**src/rtl/ex_stage.sv**
```systemverilog
// ex_stage: MIPS32 execute stage.
// Logic/shift/arith datapath plus a 32-step restoring divider.
module ex_stage (
   input  logic        clk,
   input  logic        rst,
   input  logic [2:0]  alusel_i,
   input  logic [7:0]  aluop_i,
   input  logic [31:0] reg1_i,
   input  logic [31:0] reg2_i,
   input  logic [4:0]  wd_i,
   input  logic        wreg_i,
   input  logic        annul_i,
   output logic [4:0]  wd_o,
   output logic        wreg_o,
   output logic [31:0] wdata_o,
   output logic        whilo_o,
   output logic [31:0] hi_o,
   output logic [31:0] lo_o,
   output logic        stall_req_o
);

   localparam logic [2:0] SEL_LOGIC = 3'b001;
   localparam logic [2:0] SEL_SHIFT = 3'b010;
   localparam logic [2:0] SEL_ARITH = 3'b100;

   localparam logic [7:0] OP_AND  = 8'h24;
   localparam logic [7:0] OP_OR   = 8'h25;
   localparam logic [7:0] OP_XOR  = 8'h26;
   localparam logic [7:0] OP_NOR  = 8'h27;
   localparam logic [7:0] OP_SLL  = 8'h7C;
   localparam logic [7:0] OP_SRL  = 8'h02;
   localparam logic [7:0] OP_SRA  = 8'h03;
   localparam logic [7:0] OP_ADDU = 8'h21;
   localparam logic [7:0] OP_SUBU = 8'h23;
   localparam logic [7:0] OP_SLT  = 8'h2A;
   localparam logic [7:0] OP_SLTU = 8'h2B;
   localparam logic [7:0] OP_DIV  = 8'h1A;
   localparam logic [7:0] OP_DIVU = 8'h1B;

   typedef enum logic [1:0] {
      S_IDLE,
      S_ZERO,
      S_ON,
      S_END
   } div_state_e;

   div_state_e  state_q, state_d;
   logic [5:0]  cnt_q, cnt_d;
   logic [31:0] rem_q, rem_d;
   logic [31:0] quo_q, quo_d;
   logic [31:0] dvs_q, dvs_d;
   logic        neg_q, neg_d;
   logic        rsgn_q, rsgn_d;

   logic        is_div;
   logic        is_sdiv;
   logic [4:0]  sh;
   logic [31:0] logic_res;
   logic [31:0] shift_res;
   logic [31:0] arith_res;
   logic [31:0] a_mag;
   logic [31:0] b_mag;
   logic [32:0] trial;
   logic [33:0] diff;
   logic [31:0] rem_step;
   logic [31:0] quo_step;
   logic        stall;
   logic        whilo;

   assign is_div  = (aluop_i == OP_DIV) || (aluop_i == OP_DIVU);
   assign is_sdiv = (aluop_i == OP_DIV);
   assign sh      = reg1_i[4:0];

   assign wd_o   = wd_i;
   assign wreg_o = wreg_i & ~is_div;

   // Bitwise logic group
   always_comb begin
      logic_res = '0;
      case (aluop_i)
         OP_AND:  logic_res = reg1_i & reg2_i;
         OP_OR:   logic_res = reg1_i | reg2_i;
         OP_XOR:  logic_res = reg1_i ^ reg2_i;
         OP_NOR:  logic_res = ~(reg1_i | reg2_i);
         default: logic_res = '0;
      endcase
   end

   // Shift group: amount from reg1, value from reg2
   always_comb begin
      shift_res = '0;
      case (aluop_i)
         OP_SLL:  shift_res = reg2_i << sh;
         OP_SRL:  shift_res = reg2_i >> sh;
         OP_SRA:  shift_res = $unsigned($signed(reg2_i) >>> sh);
         default: shift_res = '0;
      endcase
   end

   // Add/sub/compare group; divide ops leave wdata at zero
   always_comb begin
      arith_res = '0;
      case (aluop_i)
         OP_ADDU: arith_res = reg1_i + reg2_i;
         OP_SUBU: arith_res = reg1_i - reg2_i;
         OP_SLT:  arith_res = {31'd0, $signed(reg1_i) < $signed(reg2_i)};
         OP_SLTU: arith_res = {31'd0, reg1_i < reg2_i};
         default: arith_res = '0;
      endcase
   end

   // Result group select
   always_comb begin
      wdata_o = '0;
      case (alusel_i)
         SEL_LOGIC: wdata_o = logic_res;
         SEL_SHIFT: wdata_o = shift_res;
         SEL_ARITH: wdata_o = arith_res;
         default:   wdata_o = '0;
      endcase
   end

   // Operand magnitudes and one restoring shift-subtract step
   always_comb begin
      a_mag = (is_sdiv && reg1_i[31]) ? (~reg1_i + 32'd1) : reg1_i;
      b_mag = (is_sdiv && reg2_i[31]) ? (~reg2_i + 32'd1) : reg2_i;
      trial = {rem_q, quo_q[31]};
      diff  = {1'b0, trial} - {2'b00, dvs_q};
      if (!diff[33]) begin
         rem_step = diff[31:0];
         quo_step = {quo_q[30:0], 1'b1};
      end else begin
         rem_step = trial[31:0];
         quo_step = {quo_q[30:0], 1'b0};
      end
   end

   // Divider next-state, stall and HI/LO strobe
   always_comb begin
      state_d = state_q;
      cnt_d   = cnt_q;
      rem_d   = rem_q;
      quo_d   = quo_q;
      dvs_d   = dvs_q;
      neg_d   = neg_q;
      rsgn_d  = rsgn_q;
      stall   = 1'b0;
      whilo   = 1'b0;
      unique case (state_q)
         S_IDLE: begin
            if (is_div && !annul_i) begin
               stall = 1'b1;
               if (reg2_i == 32'd0) begin
                  state_d = S_ZERO;
               end else begin
                  dvs_d   = b_mag;
                  quo_d   = a_mag;
                  rem_d   = '0;
                  cnt_d   = '0;
                  neg_d   = is_sdiv & (reg1_i[31] ^ reg2_i[31]);
                  rsgn_d  = is_sdiv & reg1_i[31];
                  state_d = S_ON;
               end
            end
         end
         S_ZERO: begin
            stall   = 1'b1;
            rem_d   = '0;
            quo_d   = '0;
            state_d = S_END;
         end
         S_ON: begin
            stall = 1'b1;
            cnt_d = cnt_q + 6'd1;
            if (cnt_q == 6'd31) begin
               rem_d   = rsgn_q ? (~rem_step + 32'd1) : rem_step;
               quo_d   = neg_q ? (~quo_step + 32'd1) : quo_step;
               state_d = S_END;
            end else begin
               rem_d = rem_step;
               quo_d = quo_step;
            end
         end
         S_END: begin
            whilo   = 1'b1;
            state_d = S_IDLE;
         end
      endcase
      if (annul_i) begin
         stall   = 1'b0;
         whilo   = 1'b0;
         state_d = S_IDLE;
      end
   end

   assign stall_req_o = stall & ~rst;
   assign whilo_o     = whilo;
   assign hi_o        = whilo ? rem_q : 32'd0;
   assign lo_o        = whilo ? quo_q : 32'd0;

   // Divider state registers
   always_ff @(posedge clk or posedge rst) begin
      if (rst) begin
         state_q <= S_IDLE;
         cnt_q   <= '0;
         rem_q   <= '0;
         quo_q   <= '0;
         dvs_q   <= '0;
         neg_q   <= 1'b0;
         rsgn_q  <= 1'b0;
      end else begin
         state_q <= state_d;
         cnt_q   <= cnt_d;
         rem_q   <= rem_d;
         quo_q   <= quo_d;
         dvs_q   <= dvs_d;
         neg_q   <= neg_d;
         rsgn_q  <= rsgn_d;
      end
   end

endmodule

```
**config.mk**
```make
export PLATFORM = sky130hd
export DESIGN_NAME = ex_stage
export DESIGN_NICKNAME = d
export VERILOG_FILES = /design/src/rtl/ex_stage.sv
export SDC_FILE = /design/constraint.sdc
export NUM_CORES = 1
export LEC_CHECK = 0
export CORE_MARGIN = 10
export CORE_UTILIZATION = 55
export CTS_CLUSTER_SIZE = 16
export DETAILED_ROUTE_END_ITERATION = 7
export HOLD_SLACK_MARGIN = 0.02
export PLACE_DENSITY = 0.77
export SETUP_SLACK_MARGIN = 0.2
export SYNTH_ARGS = -nofsm -noshare
export SYNTH_HDL_FRONTEND = slang
export SYNTH_SLANG_ARGS = --single-unit
```
**constraint.sdc**
```tcl
create_clock -name clk -period 12.5 [get_ports clk]
set_input_delay 3.125 -clock clk [delete_from_list [all_inputs] [get_ports clk]]
set_output_delay 3.125 -clock clk [all_outputs]
set_load 0.01 [all_outputs]
```
==> impl_metrics.py <==
metrics = {
    "sta": {
        "fmax_mhz": 88.4,
        "max_slew_margin_pct": 16.0,
        "tightest_slew_ns": 1.24,
        "finClkSkew_ns": 0.0120,
        "fin_crit_ns": 11.31,
        "tns_ns": 0,
        "slew_violations": 0,
        "finalCritPeriodShare_pct": 90.5,
        "hold_ws_ns": 0.488,
        "rsz0062_at_grt": "false",
        "hold_viol_final": 0,
        "setup_violations": 0,
    },
    "worst_setup_path": {
        "rrSetupSlack_ns": 7.12,
        "arrival_ns": 8.18,
        "cp_max_fo": 17,
        "worstSetupPathType": "input pin to output pin",
        "endpoint_kind": "output pin",
        "start_kind": "input pin",
        "cp.required_ns": 9.38,
    },
    "clocking": {
        "cts_max_path_buffers": 2,
        "clk_pin_slew_worst_paths_ns": 0.08,
        "clock-root-buffer": "clkbuf_16",
        "clkSinkCount": 106,
        "numCtsBuffers": 9,
        "cts_hold_buffers": 0,
        "cts_resized": 0,
        "post_cts_buffers": 0,
        "h-tree-depth": 3,
        "cts_tree": "done",
        "clk_latency_ns": 0.37,
    },
    "run": {
        "maxCapViolCount": 0,
    },
    "route": {
        "num_vias": 21300,
        "ant_nets": 0,
        "drc": 1,
        "wl_microns": 77300,
        "dr.pass1.iters": 8,
        "wl_per_cell_microns": 24.7,
        "drtIter0Drc": 2764,
        "via_per_inst": 6.81,
    },
    "run_status": {
        "status": "complete, but fails checks",
        "violations": "DRC",
    },
    "final_layout": {
        "seq_area_sq_um": 2650,
        "stdcell_area_sq_um": 20700,
        "multi_input_area_sq_um": 14600,
        "nFillCells": 3099,
        "drive_gt1_share_pct": 3.54,
        "syn2layout_area_growth_pct": 11.3,
        "layout_commonest_cell": "a21oi_1",
        "layout_common_cells": "a21oi_1, nor2_1, nand2_1",
        "final_nets": 2901,
    },
    "synthesis": {
        "synth_nets": 2874,
        "yosys.area.top_type": "dfrtp_1",
        "synthFlopType": "dfrtp_1",
        "syn_area_per_cell_sq_um": 7.02,
        "synth-seq-area-share_pct": 14.3,
        "synth_edf_count": 0,
        "synth_cell_types": 90,
        "syn_inst": 2650,
        "async_reset_ff_share_pct": 100,
        "synthTopCellsByArea": "dfrtp_1, ha_1, mux2i_1, a21oi_1, xnor2_1",
        "synth_top_area_share_pct": 14.3,
        "syn_area_sq_um": 18600,
        "ys_seq_elements": 106,
        "yosysWarnings": 0,
    },
    "global_route": {
        "grt_max_degree": 97,
        "grt_pass1_wl_microns": 118000,
        "grt.total_usage_pct": 35.7,
        "grt_pass1_vias": 20100,
        "antenna_found_initial": 2,
        "grt_overflow": 0,
    },
    "pwr": {
        "clkPwrFrac_pct": 13.7,
        "switching_power_mw": 1.09,
        "p_sw_share_pct": 50.0,
        "combPwrFrac_pct": 60.4,
        "ir_worst_vdd_mv": 0.105,
        "p_per_area_nw_per_um2": 105,
        "power.total_mw": 2.17,
        "p_int_mw": 1.09,
        "seq_power_share_pct": 26.0,
        "leakage_nw": 8.47,
    },
    "placement": {
        "io_buffers": 177,
        "placed_cell_area_sq_um": 20400,
        "dp_hpwl_microns": 60500,
        "gp_congestion": 1.06,
    },
    "floorplan": {
        "die_y_microns": 204,
        "die_x_microns": 204,
        "start_util_pct": 55.6,
        "core_area_sq_um": 33400,
        "dieArea_sq_um": 41600,
        "num_io_pins": 188,
        "rows": 67,
    },
    "worst_hold_path": {
        "hold_class": "register to register",
    },
}
-- per-stage QoR --
stage,setup WS (ns),utilization [%],std cells
floorplan,2.46,-,2650
global placement,1.37,61.0,3114
detailed placement,1.37,61.0,3114
CTS,1.33,61.9,3130
global route,1.07,61.9,3130
finish,1.19,61.9,3131
-- area by class of cell --
type	count	share of cell area [%]
Antenna cell	1	0.0121
Multi-Input combinational cell	2182	70.5
Timing Repair Buffer	202	9.35
Sequential cell	106	12.8
Tap cell	448	2.71
Clock inverter	5	0.290
Clock buffer	11	1.17
Inverter	176	3.20
-- registers in the layout (all words and copies together), names as in the netlist --
| register | flops |
|---|---|
| neg_q | 1 |
| quo_q | 32 |
| rem_q | 32 |
| dvs_q | 32 |
| state_q | 2 |
| rsgn_q | 1 |
| cnt_q | 6 |
-- per-layer routing --
| layer | wire (microns) | track usage (%) | vias to the layer above |
|---|---|---|---|
| met4 | 5220 | 21.1 | 2 |
| met1 | 29800 | 44.7 | 9994 |
| li1 | - | - | 9617 |
| met2 | 34200 | 56.5 | 1446 |
| met3 | 8130 | 6.37 | 278 |
| met5 | 13 | 0 | - |
-- cells in the mapped netlist (20+ instances only) --
cell type and instances:
o211ai_1 46, o21a_1 37, xnor2_1 126, a21oi_1 263, buf_1 35, a31oi_1 26
nand3_1 43, nand2_1 223, o221ai_1 57, dfrtp_1 106, o21ai_0 213, clkbuf_1 131
and2_1 82, nor2_1 242, nand2b_1 25, o31ai_1 37, mux2i_1 138, nor4_1 23
a21o_1 24, inv_1 171, a211oi_1 33, xor2_1 46, o21ai_1 20, nor3_1 60
ha_1 137
-- critical path, stage by stage --
cell and delay [ns]:
clkdlybuf4s50_1 0.85, clkinv_1 0.14, buf_4 0.24, ha_1 0.37, inv_1 0.12, a21oi_1 0.14, a21oi_1 0.13, o32ai_1 0.59
o2111ai_1 0.27, nand3_1 0.19, a211oi_1 0.11, or3_1 0.39, a311oi_1 0.34, xnor2_1 0.14, o221ai_1 0.41, clkdlybuf4s50_1 0.64
-- cell families (layout without fill, tap and decap cells) --
family,Yosys count,count (layout),synth area share (%)
AO/OA/AOI/OAI,905,905,31.1
AND/OR/NAND/NOR,814,814,20.9
buffers and inverters,362,394,7.54
XOR/XNOR,172,172,8.09
multiplexers,151,151,8.63
adder cells (fa/ha/maj),140,140,9.53
flip-flops,106,106,14.3
other,0,1,0
-- power by group through the flow --
stage | Combinational [mW] | Clock [mW] | Sequential (mW)
floorplan | 0.967 | 0 | 0.514
global placement | 1.23 | 0 | 0.556
detailed placement | 1.26 | 0 | 0.563
CTS | 1.28 | 0.299 | 0.557
global route | 1.42 | 0.313 | 0.576
finish | 1.31 | 0.296 | 0.564
-- worst paths after layout --
path | endpoint | startpoint | cells after the start
min | dvs_q[31]$_DFFE_PP0P_ | dvs_q[31]$_DFFE_PP0P_ | 2
max in group asynchronous | dvs_q[15]$_DFFE_PP0P_ | rst | 3
min reg2reg | dvs_q[31]$_DFFE_PP0P_ | dvs_q[31]$_DFFE_PP0P_ | 2
max | wdata_o[30] | reg1_i[4] | 16
max reg2reg | rem_q[30]$_DFFE_PP0P_ | rem_q[7]$_DFFE_PP0P_ | 19
min in group asynchronous | quo_q[19]$_DFFE_PP0P_ | rst | 2
(Power assumes the default switching activity.)
